===== config.mk =====
export PLATFORM = sky130hd
export DESIGN_NAME = ccff_chain_loader
export DESIGN_NICKNAME = d
export VERILOG_FILES = /design/src/rtl/ccff_chain_loader.sv
export SDC_FILE = /design/constraint.sdc
export NUM_CORES = 1
export LEC_CHECK = 0
export ABC_AREA = 1
export ABC_CLOCK_PERIOD_IN_PS = 5350
export BUFFER_PORTS_ARGS = -buffer_cell sky130_fd_sc_hd__buf_2
export CELL_PAD_IN_SITES_DETAIL_PLACEMENT = 0
export CELL_PAD_IN_SITES_GLOBAL_PLACEMENT = 1
export CORE_MARGIN = 5
export CORE_UTILIZATION = 40
export DETAILED_ROUTE_END_ITERATION = 8
export GPL_TIMING_DRIVEN = 0
export HOLD_SLACK_MARGIN = 0.02
export PLACE_DENSITY = 0.74
export SLEW_MARGIN = 20
export SYNTH_ARGS = -nofsm -noshare
export SYNTH_HDL_FRONTEND = slang
export SYNTH_SLANG_ARGS = --single-unit

===== constraint.sdc =====
create_clock -name prog_clk -period 5.35 [get_ports prog_clk]
set_clock_uncertainty 0.2 [all_clocks]
set_input_delay 0.535 -clock prog_clk [delete_from_list [all_inputs] [get_ports prog_clk]]
set_output_delay 0.535 -clock prog_clk [all_outputs]
set_load 0.01 [all_outputs]

===== src/rtl/ccff_chain_loader.sv =====
// ccff_chain_loader: serializes a word stream into a tile ccff chain behind an 8-bit preamble,
// then checks that the preamble comes back intact at ccff_tail.
module ccff_chain_loader #(
  parameter int         CHAIN_LEN = 20,
  parameter int         WORD_W    = 8,
  parameter logic [7:0] PREAMBLE  = 8'hA5
) (
  input  logic              prog_clk,
  input  logic              pReset,
  input  logic              start,
  input  logic [WORD_W-1:0] bs_data,
  input  logic              bs_valid,
  output logic              bs_ready,
  output logic              config_enable,
  output logic              ccff_head,
  input  logic              ccff_tail,
  output logic              busy,
  output logic              done,
  output logic              pass
);
  localparam int NWORDS    = (CHAIN_LEN + WORD_W - 1) / WORD_W;
  localparam int TOTAL     = 8 + CHAIN_LEN;
  localparam int LAST_BITS = CHAIN_LEN - (NWORDS - 1) * WORD_W;
  localparam int CW        = $clog2(TOTAL + 1);
  localparam int WCW       = $clog2(NWORDS + 1);
  localparam int IW        = WORD_W > 1 ? $clog2(WORD_W) : 1;
  localparam logic [CW-1:0]  C_TOTAL    = CW'(TOTAL);
  localparam logic [CW-1:0]  C_CHAIN    = CW'(CHAIN_LEN);
  localparam logic [CW-1:0]  C_PRE      = CW'(8);
  localparam logic [WCW-1:0] C_NW       = WCW'(NWORDS);
  localparam logic [WCW-1:0] C_NW1      = WCW'(NWORDS - 1);
  localparam logic [IW-1:0]  C_FULL_END = IW'(WORD_W - 1);
  localparam logic [IW-1:0]  C_LAST_END = IW'(LAST_BITS - 1);

  typedef enum logic [2:0] {S_IDLE, S_PRE, S_PAY, S_FIN, S_DONE} state_t;

  state_t            r_state;
  logic [CW-1:0]     r_cnt;
  logic [WCW-1:0]    r_words;
  logic [WORD_W-1:0] r_buf;
  logic              r_full;
  logic [IW-1:0]     r_idx;
  logic [7:0]        r_cap;
  logic              r_cen;
  logic              r_head;
  logic              r_busy;
  logic              r_done;
  logic              r_pass;

  logic              w_acc;
  logic [CW-1:0]     w_cnt_n;
  logic [WORD_W-1:0] w_word;
  logic [IW-1:0]     w_idx;
  logic              w_lastw;
  logic              w_end;
  logic              w_pbit;
  logic              w_prebit;
  logic              w_run;
  logic              w_have;
  logic              w_take;

  assign bs_ready      = r_busy && !r_full && (r_words < C_NW);
  assign config_enable = r_cen;
  assign ccff_head     = r_head;
  assign busy          = r_busy;
  assign done          = r_done;
  assign pass          = r_pass;

  // A word arriving while the buffer is empty is bypassed straight to the head so that
  // the last shift of one word and the acceptance of the next share an edge.
  assign w_acc    = bs_valid && bs_ready;
  assign w_cnt_n  = r_cnt + {{(CW-1){1'b0}}, r_cen};
  assign w_word   = r_full ? r_buf : bs_data;
  assign w_idx    = r_full ? r_idx : '0;
  assign w_lastw  = r_full ? (r_words == C_NW) : (r_words == C_NW1);
  assign w_end    = w_idx == (w_lastw ? C_LAST_END : C_FULL_END);
  assign w_pbit   = w_word[C_FULL_END - w_idx];
  assign w_prebit = PREAMBLE[3'd7 - w_cnt_n[2:0]];
  assign w_run    = (r_state == S_PRE) || (r_state == S_PAY);
  assign w_have   = r_full || w_acc;
  assign w_take   = w_run && (w_cnt_n >= C_PRE) && (w_cnt_n != C_TOTAL) && w_have;

  always_ff @(posedge prog_clk or negedge pReset) begin
    if (!pReset) begin
      r_state <= S_IDLE;
      r_cnt   <= '0;
      r_words <= '0;
      r_buf   <= '0;
      r_full  <= 1'b0;
      r_idx   <= '0;
      r_cap   <= '0;
      r_cen   <= 1'b0;
      r_head  <= 1'b0;
      r_busy  <= 1'b0;
      r_done  <= 1'b0;
      r_pass  <= 1'b0;
    end else begin
      if (w_acc) r_words <= r_words + WCW'(1);
      if (w_take) begin
        r_buf  <= w_word;
        r_full <= !w_end;
        r_idx  <= w_end ? '0 : w_idx + IW'(1);
      end else if (w_acc) begin
        r_buf  <= bs_data;
        r_full <= 1'b1;
        r_idx  <= '0;
      end
      case (r_state)
        S_IDLE, S_DONE: if (start) begin
          r_state <= S_PRE;
          r_cen   <= 1'b1;
          r_head  <= PREAMBLE[7];
          r_cnt   <= '0;
          r_words <= '0;
          r_full  <= 1'b0;
          r_idx   <= '0;
          r_cap   <= '0;
          r_busy  <= 1'b1;
          r_done  <= 1'b0;
          r_pass  <= 1'b0;
        end
        S_PRE, S_PAY: begin
          r_cnt <= w_cnt_n;
          if (r_cen && (w_cnt_n > C_CHAIN)) r_cap <= {r_cap[6:0], ccff_tail};
          if (w_cnt_n == C_TOTAL) begin
            r_cen   <= 1'b0;
            r_state <= S_FIN;
          end else if (w_cnt_n < C_PRE) begin
            r_cen  <= 1'b1;
            r_head <= w_prebit;
          end else begin
            r_state <= S_PAY;
            r_cen   <= w_have;
            if (w_have) r_head <= w_pbit;
          end
        end
        S_FIN: begin
          r_state <= S_DONE;
          r_busy  <= 1'b0;
          r_done  <= 1'b1;
          r_pass  <= r_cap == PREAMBLE;
        end
        default: r_state <= S_IDLE;
      endcase
    end
  end
endmodule


==> out/results.ini, run 1 <==
[status]
outcome=complete, no violations

[power]
clockPowerShare=0.216
peakVddDrop_mv=0.2382
power_switching_uw=501.9
combPwrFrac=0.450
p_leak_uw=0.001156
switching_share=0.4269
seq_power_share=0.334
p_per_area_nw_per_um2=518.6
intPower_uw=673.8

[drt]
drc=0
wl_per_cell_um=12.79
wl_met1_um=2116
met3_wirelength_um=166
drt_iter0_drc=87
top_layer_used=met4
vias=1694
vias_per_cell=4.854
wl_met2_um=2123
drt-total-wl_um=4463
firstDrtPassIters=4
ant_nets=0

[finish]
drive_above_1_share=0.1667
ff_latch_area_um2=875.8
num-fill-cells=515
final_cell_mix=nand2_1 (62), nand3_1 (47), dfrtp_1 (35)
multi_input_area_um2=925.9
diodes=0
nets=299
mostFrequentLayoutCell=nand2_1
area_growth_pct=14.68

[floorplanning]
ios=19
start_util=0.4158
die_x_um=80.30
core-area_um2=4755
rows=25
die_h_um=80.30
dieArea_um2=6448

[clock_tree]
cts_made_buffers=5
cts_buffer_depth=2
cts_hold_buf=0
cts_setup_buffers=0
clkLatencyLatePin_ns=0.30
htree_levels=2
post_cts_resized=0
clk_pin_slew_ns=0.08
cts_sinks=35
cts_root_buf=clkbuf_8
cts_tree=done

[setup_path]
crit_chain=ha_1 > ha_1 > nand2_1 > inv_1 > nand3_1 > nand2_1 > a21oi_4 > nand2_4 > buf_6 > o21bai_2 > inv_1
crit_start=config_enable
crit_fanout=10
start_kind=register
max_stage_delay_ns=0.42
critPathArrivalTime_ns=2.27
slowest_stage=dfrtp_1
crit_path_end_kind=register
crit_type=reg -> reg
reg2reg_from=config_enable
required_ns=5.33

[timing]
setup_tns_ns=0
hold_ws_ns=0.1236
fmax_mhz=436.5
post-route-period-util=0.4282
fin_crit_ns=2.291
hold_viol_final=0
rsz0062_at_grt=no
worst_pin_slew_ns=0.8128
slew_viol_final=0
setup_viol=0
maxSlewHeadroom=0.4581

[placed_design]
place.gp.congestion=0.7599
dp_hpwl_um=3181
numPortBuffers=18

[global_routing]
grt_overflow_total=0
track_usage=0.1611
grt_max_degree=36
grt_pass1_wl_um=8010
grt_pass1_vias=1709
antenna_found_initial=0

[synthesis]
synth.distinct_cells=28
syn-num-nets=274
synth_top_area_frac=0.4430
netlist_area_um2=1977
synth-seq-area-share=0.4430
ys_warn_count=0
synth_top_area_cell=dfrtp_1
synthTopCellsByArea=dfrtp_1 (44%), nand3_1 (12%), nand2_1 (12%)
ys_ff_latch=35
synthCells=256
postSynthAreaPerCell_um2=7.722

[run]
maxCapViolations=0

[hold_path]
hp-class=in -> async

==> cells in the mapped netlist <==
| cell type | instances |
|---|---|
| o21a_1 | 2 |
| nor3_4 | 1 |
| nand2_1 | 62 |
| nand2_2 | 3 |
| nor2_1 | 21 |
| clkbuf_1 | 2 |
| a21oi_1 | 4 |
| nor2_8 | 1 |
| nand3_2 | 1 |
| o22ai_1 | 1 |
| o21ai_1 | 8 |
| inv_2 | 3 |
| a31oi_1 | 1 |
| o21bai_2 | 1 |
| o21ai_0 | 9 |
| dfrtp_1 | 35 |
| nand2_4 | 1 |
| o31ai_1 | 1 |
| nand4_1 | 3 |
| a21oi_4 | 1 |
| a211oi_1 | 1 |
| nor2_2 | 2 |
| ha_1 | 5 |
| nor2_4 | 3 |
| buf_2 | 2 |
| nand3_1 | 47 |
| buf_6 | 2 |
| inv_1 | 33 |
==> per-layer routing <==
layer / up-vias / GRT usage
met3: 6 / 0.04596
met4: 0 / 0.04561
met5: - / 0
met1: 795 / 0.2010
li1: 877 / -
met2: 16 / 0.2707
==> worst max-delay path: cells and delay by family (launching register included) <==
| family | cells | cell delay [ns] |
|---|---|---|
| adder cells (fa/ha/maj) | 2 | 0.47 |
| AND/OR/NAND/NOR | 4 | 0.36 |
| AO/OA/AOI/OAI | 2 | 0.44 |
| flip-flops | 1 | 0.42 |
| buffers and inverters | 3 | 0.27 |
==> worst paths after layout <==
path                             to  cells after the start  slack (ns)
max                          r_full                     11        3.06
min                        r_buf[6]                      1        0.12
max reg2reg                  r_full                     11        3.06
min reg2reg                    done                      2        0.28
max in group asynchronous  r_buf[5]                      1        4.30
min in group prog_clk      r_buf[4]                      3        0.22
==> registers in the layout, summed over array words and instances, names as in the netlist <==
name and cells:
r_idx 3, r_words 2, r_buf 8, busy 1
done 1, r_full 1, config_enable 1, r_cap 8
r_cnt 5, ccff_head 1, pass 1, r_state 3
==> per-stage QoR <==
stage / cell area [um2] / std cells / util / setup slack (ns) / power [uW]
global placement: 2151 / 341 / 0.4524 / 3.101 / 928.8
global route: 2267 / 349 / 0.4768 / 2.824 / 1288
floorplan: 1977 / 256 / - / 3.301 / 793.9
CTS: 2267 / 349 / 0.4768 / 3.051 / 1191
finish: 2267 / 349 / 0.4768 / 3.059 / 1176
detailed placement: 2151 / 341 / 0.4524 / 3.078 / 933.4
==> power by group through the flow <==
| stage | Clock (uW) | Sequential (uW) | Combinational, uW |
|---|---|---|---|
| after global routing | 269 | 405 | 613 |
| after floorplan | 0 | 393 | 401 |
| after detailed placement | 0 | 397 | 536 |
| after global placement | 0 | 397 | 532 |
| final | 254 | 393 | 529 |
| after CTS | 259 | 393 | 539 |
==> layout make-up <==
| cell class | count | share of cell area |
|---|---|---|
| clock inverter | 3 | 0.02097 |
| timing repair buffer | 18 | 0.03974 |
| multi-input combinational | 179 | 0.4084 |
| buffer | 6 | 0.01766 |
| tap | 67 | 0.03698 |
| inverter | 36 | 0.05960 |
| sequential | 35 | 0.3863 |
| clock buffer | 5 | 0.03035 |
==> cells by family after synthesis <==
kind of cell,after synthesis,share of synthesized area
simple gates,145,0.3481
buf+inv,42,0.08861
flops,35,0.4430
compound gates,29,0.08861
fa+ha+maj,5,0.03165
(Power assumes the default switching activity.)
==> run 2: changes to the inputs <==
--- a/config.mk
+++ b/config.mk
@@ -6,16 +6,16 @@
 export NUM_CORES = 1
 export LEC_CHECK = 0
 export ABC_AREA = 1
-export ABC_CLOCK_PERIOD_IN_PS = 5350
+export ABC_CLOCK_PERIOD_IN_PS = 2050
 export BUFFER_PORTS_ARGS = -buffer_cell sky130_fd_sc_hd__buf_2
 export CELL_PAD_IN_SITES_DETAIL_PLACEMENT = 0
 export CELL_PAD_IN_SITES_GLOBAL_PLACEMENT = 1
 export CORE_MARGIN = 5
-export CORE_UTILIZATION = 40
+export CORE_UTILIZATION = 39
 export DETAILED_ROUTE_END_ITERATION = 8
 export GPL_TIMING_DRIVEN = 0
 export HOLD_SLACK_MARGIN = 0.02
-export PLACE_DENSITY = 0.74
+export PLACE_DENSITY = 0.75
 export SLEW_MARGIN = 20
 export SYNTH_ARGS = -nofsm -noshare
 export SYNTH_HDL_FRONTEND = slang
==> constraint.sdc (replaced) <==
create_clock -name prog_clk -period 2.05 [get_ports prog_clk]
set_clock_uncertainty 0.2 [all_clocks]
set_input_delay 0.205 -clock prog_clk [delete_from_list [all_inputs] [get_ports prog_clk]]
set_output_delay 0.205 -clock prog_clk [all_outputs]
set_load 0.01 [all_outputs]
==> run 2 against run 1 <==
  * Count of clock-buffer cells in the layout increased by 1
  * Flip-flop and latch count unchanged
  * Highest routed layer unchanged
  * First-iteration DRC count decreased by 52%
  * Core utilization increased by 2.6 points
  * Wire length increased by 2.8%
  * Maximum frequency increased by 15%
  * Cell count increased by 6.9%
  * Die area increased by 2.2%
  * Global-route usage decreased by 0.54 points
==> out/results.ini, run 2 (synthesis results as in run 1) <==
[placed_design]
place.gp.congestion=0.7534  ; was 0.7599
place_inst=344  ; was 341
dp_hpwl_um=3204  ; was 3181 um
numPortBuffers=18  ; unchanged

[setup_path]
crit_cells=12  ; was 11
start_kind=register  ; unchanged
critPathArrivalTime_ns=2.01  ; was 2.27 ns
required_ns=2.07  ; was 5.33 ns
crit_path_end_kind=register  ; unchanged
slowest_stage=dfrtp_1  ; unchanged
r2r_cells=12  ; was 11
path_buf_inv=2  ; was 3
crit_fanout=5  ; was 10
max_stage_delay_ns=0.42  ; about the same
crit_chain=ha_4 > ha_4 > nand2_2 > inv_2 > nor2_4 > nand3_2 > nor2_4 > nor2_8 > nand2_4 > clkbuf_16 > nand3_1 > nand3_1  ; was ha_1 > ha_1 > nand2_1 > inv_1 > nand3_1 > nand2_1 > a21oi_4 > nand2_4 > buf_6 > o21bai_2 > inv_1
cpLargestDelayFamily=simple AND/OR/NAND/NOR gates  ; was adder cells
crit_type=reg -> reg  ; unchanged

[hold_path]
hold_depth=4
hp-class=in -> reg  ; was in -> async

[finish]
final_cells=373  ; was 349
num-fill-cells=528  ; was 515
drive_above_1_share=0.2376  ; was 0.1667
area_growth_pct=27.41  ; was 14.68%
final_core_util=0.5027  ; was 0.4768
final_cell_mix=nand2_1 (59), nand3_1 (42), dfrtp_1 (35)  ; was nand2_1 (62), nand3_1 (47), dfrtp_1 (35)
mostFrequentLayoutCell=nand2_1  ; unchanged
diodes=0  ; unchanged
nets=320  ; was 299
multi_input_area_um2=997.2  ; was 925.9 um2
ff_latch_area_um2=875.8  ; unchanged
largest_registers=r_buf (8), r_cap (8), r_cnt (5)  ; unchanged

[clock_tree]
cts_sinks=35  ; unchanged
cts_made_buffers=5  ; unchanged
cts_buffer_depth=2  ; unchanged
clkLatencyLatePin_ns=0.29  ; was 0.30 ns
cts_tree=done  ; unchanged
cts_root_buf=clkbuf_8  ; unchanged
clk_pin_slew_ns=0.08  ; about the same
htree_levels=2  ; unchanged

[drt]
vias=1735  ; was 1694
drt-total-wl_um=4586  ; was 4463 um
ant_nets=0  ; unchanged
drc=0  ; unchanged
drt_iter0_drc=42  ; was 87
wl_per_cell_um=12.29  ; was 12.79 um
vias_per_cell=4.651  ; was 4.854
firstDrtPassIters=4  ; unchanged

[run]
maxCapViolations=0  ; unchanged

[timing]
hold_viol_final=0  ; unchanged
worst_pin_slew_ns=0.8104  ; was 0.8128 ns
fmax_mhz=502.8  ; was 436.5 MHz
hold_ws_ns=0.09931  ; was 0.1236 ns
maxSlewHeadroom=0.4598  ; was 0.4581
post-route-period-util=0.9702  ; was 0.4282
rsz0062_at_grt=yes  ; was no
slew_viol_final=0  ; unchanged
setup_tns_ns=0  ; unchanged
setup_viol=0  ; unchanged
fin_crit_ns=1.989  ; was 2.291 ns

[floorplanning]
ios=19  ; unchanged
core-area_um2=5010  ; was 4755 um2
start_util=0.3946  ; was 0.4158
dieArea_um2=6593  ; was 6448 um2
rows=26  ; was 25
die_x_um=81.20  ; was 80.30 um
die_h_um=81.20  ; was 80.30 um

[power]
clockPowerShare=0.158  ; was 0.216
switching_share=0.4307  ; was 0.4269
power_switching_uw=1357  ; was 501.9 uW
peakVddDrop_mv=0.5624  ; was 0.2382 mV
totalPowerFinal_uw=3150  ; was 1176 uW
intPower_uw=1793  ; was 673.8 uW
seq_power_share=0.332  ; was 0.334
p_per_area_nw_per_um2=1251  ; was 518.6 nW/um2
p_leak_uw=0.001260  ; was 0.001156 uW
combPwrFrac=0.511  ; was 0.450

[global_routing]
grt_overflow_total=0  ; unchanged
track_usage=0.1557  ; was 0.1611
grt_max_degree=36  ; unchanged
antenna_found_initial=0  ; unchanged
grt_pass1_vias=1779  ; was 1709
grt_pass1_wl_um=7990  ; was 8010 um

[status]
outcome=complete, no violations  ; unchanged

## run 2: cell count changes in the layout (fill, tap and decap cells not counted), moves of 2 or more
cell / change
buf_4: +11
nand2_1: -3
nand2_2: +3
nand3_2: +5
nand3_1: -5
ha_4: +2
nor2_1: -2
ha_1: -2
dlygate4sd3_1: +10
## run 2: cell type report
class	instances	share of cell area
inverters	36	0.05365
flip-flops and latches	35	0.3477
multi-input cells	179	0.3959
well taps	70	0.03477
plain buffers	6	0.01888
repair buffers	39	0.1153
clock inverters	2	0.004968
clock buffers	6	0.02881
## run 2: per-layer routing
metal  wire [um]  up-vias  global-route usage  share of wire
li1            -      921                   -              -
met1        2296      788              0.2043           0.50
met2        2115       19              0.2578           0.46
met4          69        0             0.05068          0.015
met3         104        7             0.02993          0.023
met5           0        -                   0              0
## run 2: repair_timing
| action | in CTS | in global routing |
|---|---|---|
| setup endpoints to repair | 18 | 22 |
| cloned | 0 | 1 |
| hold endpoints to repair | 44 | 0 |
| hold buffers | 10 | 0 |
| setup buffers | 5 | 5 |
| gates resized for setup | 8 | 15 |
| pin swaps | 3 | 8 |
## run 2: worst paths after layout
check                         start  slack (ns)       end
max                        r_cnt[0]        0.06  r_buf[7]
min                           start         0.1  r_idx[2]
max reg2reg                r_cnt[0]        0.06  r_buf[7]
min reg2reg                    done        0.28      done
max in group asynchronous    pReset        0.79  r_cnt[4]
min in group asynchronous    pReset        0.35  r_buf[0]
## run 2: through the flow
stage | cell area, um2 | setup slack (ns)
after CTS | 2401 | 0.002378
final | 2519 | 0.06118
after global placement | 2155 | -0.1950
after floorplan | 1977 | 0.0006419
after detailed placement | 2155 | -0.1768
after global routing | 2519 | -0.03063
## run 2: power groups by stage
stage               clock, uW  sequential, uW  combinational (uW)
floorplan                   0            1030                1050
global placement            0            1040                1380
detailed placement          0            1040                1390
CTS                       513            1030                1460
global route              541            1070                1830
finish                    497            1040                1610
## run 2: worst min-delay path, delay by kind of cell
family                 cells  cell delay (ns)
and+or+nand+nor            1             0.07
AOI/OAI and AO/OA          1             0.10
buffers and inverters      2             0.17
==> run 3: changes to the inputs <==
--- a/config.mk
+++ b/config.mk
@@ -16,6 +16,7 @@
 export GPL_TIMING_DRIVEN = 0
 export HOLD_SLACK_MARGIN = 0.02
 export PLACE_DENSITY = 0.75
+export SKIP_LAST_GASP = 1
 export SLEW_MARGIN = 20
 export SYNTH_ARGS = -nofsm -noshare
 export SYNTH_HDL_FRONTEND = slang
==> constraint.sdc (replaced) <==
create_clock -name prog_clk -period 2.05 [get_ports prog_clk]
set_clock_uncertainty 0.2 [all_clocks]
set_input_delay 0.205 -clock prog_clk [delete_from_list [all_inputs] [get_ports prog_clk]]
set_output_delay 0.205 -clock prog_clk [all_outputs]
set_load 0.1 [all_outputs]
==> run 3 against run 2 <==
  * Cell count is 0.27% lower
  * First-iteration DRC count rose by 60%
  * Critical path type unchanged
  * Maximum frequency decreased by 2.1%
  * Flip-flop and latch count did not move
  * Cell area grew 6.4%
  * Sequential share of layout area down 1.8 points
  * Non-clock buffer count unchanged
  * Wire length grew 6.0%
  * Die area is the same
  * Count of clock-buffer cells in the layout decreased by 1
  * Hold slack better by 0.0058 ns
==> out/results.ini, run 3 (synthesis results as in run 1) <==
[setup_path]
crit_path_end_kind=register  ; unchanged
crit_type=reg -> reg  ; unchanged
required_ns=2.07  ; about the same
crit_fanout=5  ; unchanged
start_kind=register  ; unchanged
critPathArrivalTime_ns=2.05  ; was 2.01 ns
r2r_slack_ns=0.02  ; was 0.06 ns

[finish]
mostFrequentLayoutCell=nand2_1  ; unchanged
diodes=0  ; unchanged
largest_registers=r_buf (8), r_cap (8), r_cnt (5)  ; unchanged
nets=320  ; unchanged
final_area_um2=2679  ; was 2519 um2
num-fill-cells=498  ; was 528
final_cell_mix=nand2_1 (57), dfrtp_1 (33), inv_1 (31)  ; was nand2_1 (59), nand3_1 (42), dfrtp_1 (35)
area_growth_pct=35.51  ; was 27.41%
drive_above_1_share=0.3179  ; was 0.2376

[power]
peakVddDrop_mv=1.148  ; was 0.5624 mV
p_leak_uw=0.001302  ; was 0.001260 uW
p_per_area_nw_per_um2=1397  ; was 1251 nW/um2

[timing]
setup_tns_ns=0  ; unchanged
setup_viol=0  ; unchanged
maxSlewHeadroom=0.4626  ; was 0.4598
hold_viol_final=0  ; unchanged
fmax_mhz=492.1  ; was 502.8 MHz
fin_crit_ns=2.032  ; was 1.989 ns
post-route-period-util=0.9913  ; was 0.9702
rsz0062_at_grt=yes  ; unchanged
slew_viol_final=0  ; unchanged
worst_pin_slew_ns=0.8061  ; was 0.8104 ns

[floorplanning]
die_h_um=81.20  ; unchanged
rows=26  ; unchanged
ios=19  ; unchanged
dieArea_um2=6593  ; unchanged
core-area_um2=5010  ; unchanged
start_util=0.3946  ; unchanged
die_x_um=81.20  ; unchanged

[global_routing]
grt_pass1_wl_um=8190  ; was 7990 um
track_usage=0.1622  ; was 0.1557
grt_pass1_vias=1751  ; was 1779
antenna_found_initial=0  ; unchanged
grt_overflow_total=0  ; unchanged
grt_max_degree=36  ; unchanged

[drt]
drt_iter0_drc=67  ; was 42
vias=1779  ; was 1735
wl_per_cell_um=13.06  ; was 12.29 um
vias_per_cell=4.782  ; was 4.651
drt-total-wl_um=4860  ; was 4586 um
firstDrtPassIters=4  ; unchanged
drc=0  ; unchanged
ant_nets=0  ; unchanged

[status]
outcome=complete, no violations  ; unchanged

[clock_tree]
cts_sinks=35  ; unchanged
cts_buffer_depth=2  ; unchanged
cts_tree=done  ; unchanged
cts_made_buffers=5  ; unchanged
clk_pin_slew_ns=0.08  ; about the same
htree_levels=2  ; unchanged
clkLatencyLatePin_ns=0.29  ; about the same
cts_root_buf=clkbuf_8  ; unchanged

[placed_design]
dp_hpwl_um=3222  ; was 3204 um
place.gp.congestion=0.7866  ; was 0.7534
numPortBuffers=18  ; unchanged
dpl_cell_area_um2=2212  ; was 2155 um2

[run]
maxCapViolations=0  ; unchanged

[hold_path]
hp-class=in -> reg  ; unchanged

-- run 3: cell count changes in the layout (fill, tap and decap cells not counted), sizes merged --
cell | before | now
buf | 32 | 33
bufinv | 0 | 1
clkbuf | 9 | 7
clkinv | 1 | 0
-- run 3: metal layers --
| metal | vias up | GRT usage | share of wire |
|---|---|---|---|
| li1 | 917 | - | - |
| met1 | 834 | 0.2073 | 0.49 |
| met2 | 22 | 0.2693 | 0.47 |
| met3 | 6 | 0.03659 | 0.029 |
| met4 | 0 | 0.05574 | 0.012 |
| met5 | - | 0 | 0 |
-- run 3: power by group --
part | switching, uW | leakage, uW | total, uW | internal, uW
registers | 156 | 0.000454 | 1060 | 906
clock network | 265 | 0.0000502 | 621 | 356
logic | 1370 | 0.000798 | 2060 | 692
-- run 3: final cells by class --
cell class | count | area, um2 | share of cell area
clock inverter | 2 | 37.54 | 0.01401
buffer | 6 | 56.30 | 0.02102
sequential | 35 | 883.3 | 0.3298
multi-input combinational | 179 | 1110 | 0.4143
timing repair buffer | 39 | 300.3 | 0.1121
inverter | 36 | 135.1 | 0.05044
clock buffer | 5 | 68.82 | 0.02569
tap | 70 | 87.58 | 0.03269
-- run 3: repair_timing --
| action | 4_1_cts | 5_1_grt |
|---|---|---|
| cloned | 2 | 0 |
| endpoints found under the setup margin | 16 | 21 |
| hold buffers | 10 | 0 |
| pin swaps | 9 | 4 |
| hold endpoints to repair | 44 | 0 |
| gates resized for setup | 7 | 31 |
| setup buffers | 9 | 0 |
-- run 3: worst max-delay path: stages (launching register included) --
cell and delay, ns:
dfrtp_4 0.49, ha_4 0.18, ha_4 0.16, nand2_2 0.06, inv_2 0.05, nor2_4 0.11, nand3_2 0.10, nor2_4 0.17
nor2_8 0.05, nand2_4 0.11, buf_8 0.13, nand2_2 0.05, a21oi_2 0.10
-- run 3: final timing paths --
kind	from	to	cells after the start
worst max register to register	config_enable	r_idx[1]	12
worst min register to register	done	done	2
max in group asynchronous	pReset	busy	2
min in group asynchronous	pReset	r_idx[2]	2
worst min-delay path	start	r_idx[2]	4
worst max-delay path	config_enable	r_idx[1]	12
-- run 3: through the flow --
stage                     hold slack, ns  power [uW]  utilization  worst slack, ns  instances
final                             0.1051        3741       0.5347          0.01781        372
after CTS                        0.09608        3629       0.5070        -0.009882        372
after global placement            0.1386        2852       0.4416         -0.09243        344
after detailed placement          0.1492        2859       0.4416          -0.1101        344
after global routing              0.1257        4023       0.5347         -0.07778        372
after floorplan                  -0.2906        2481            -          -0.5532        256
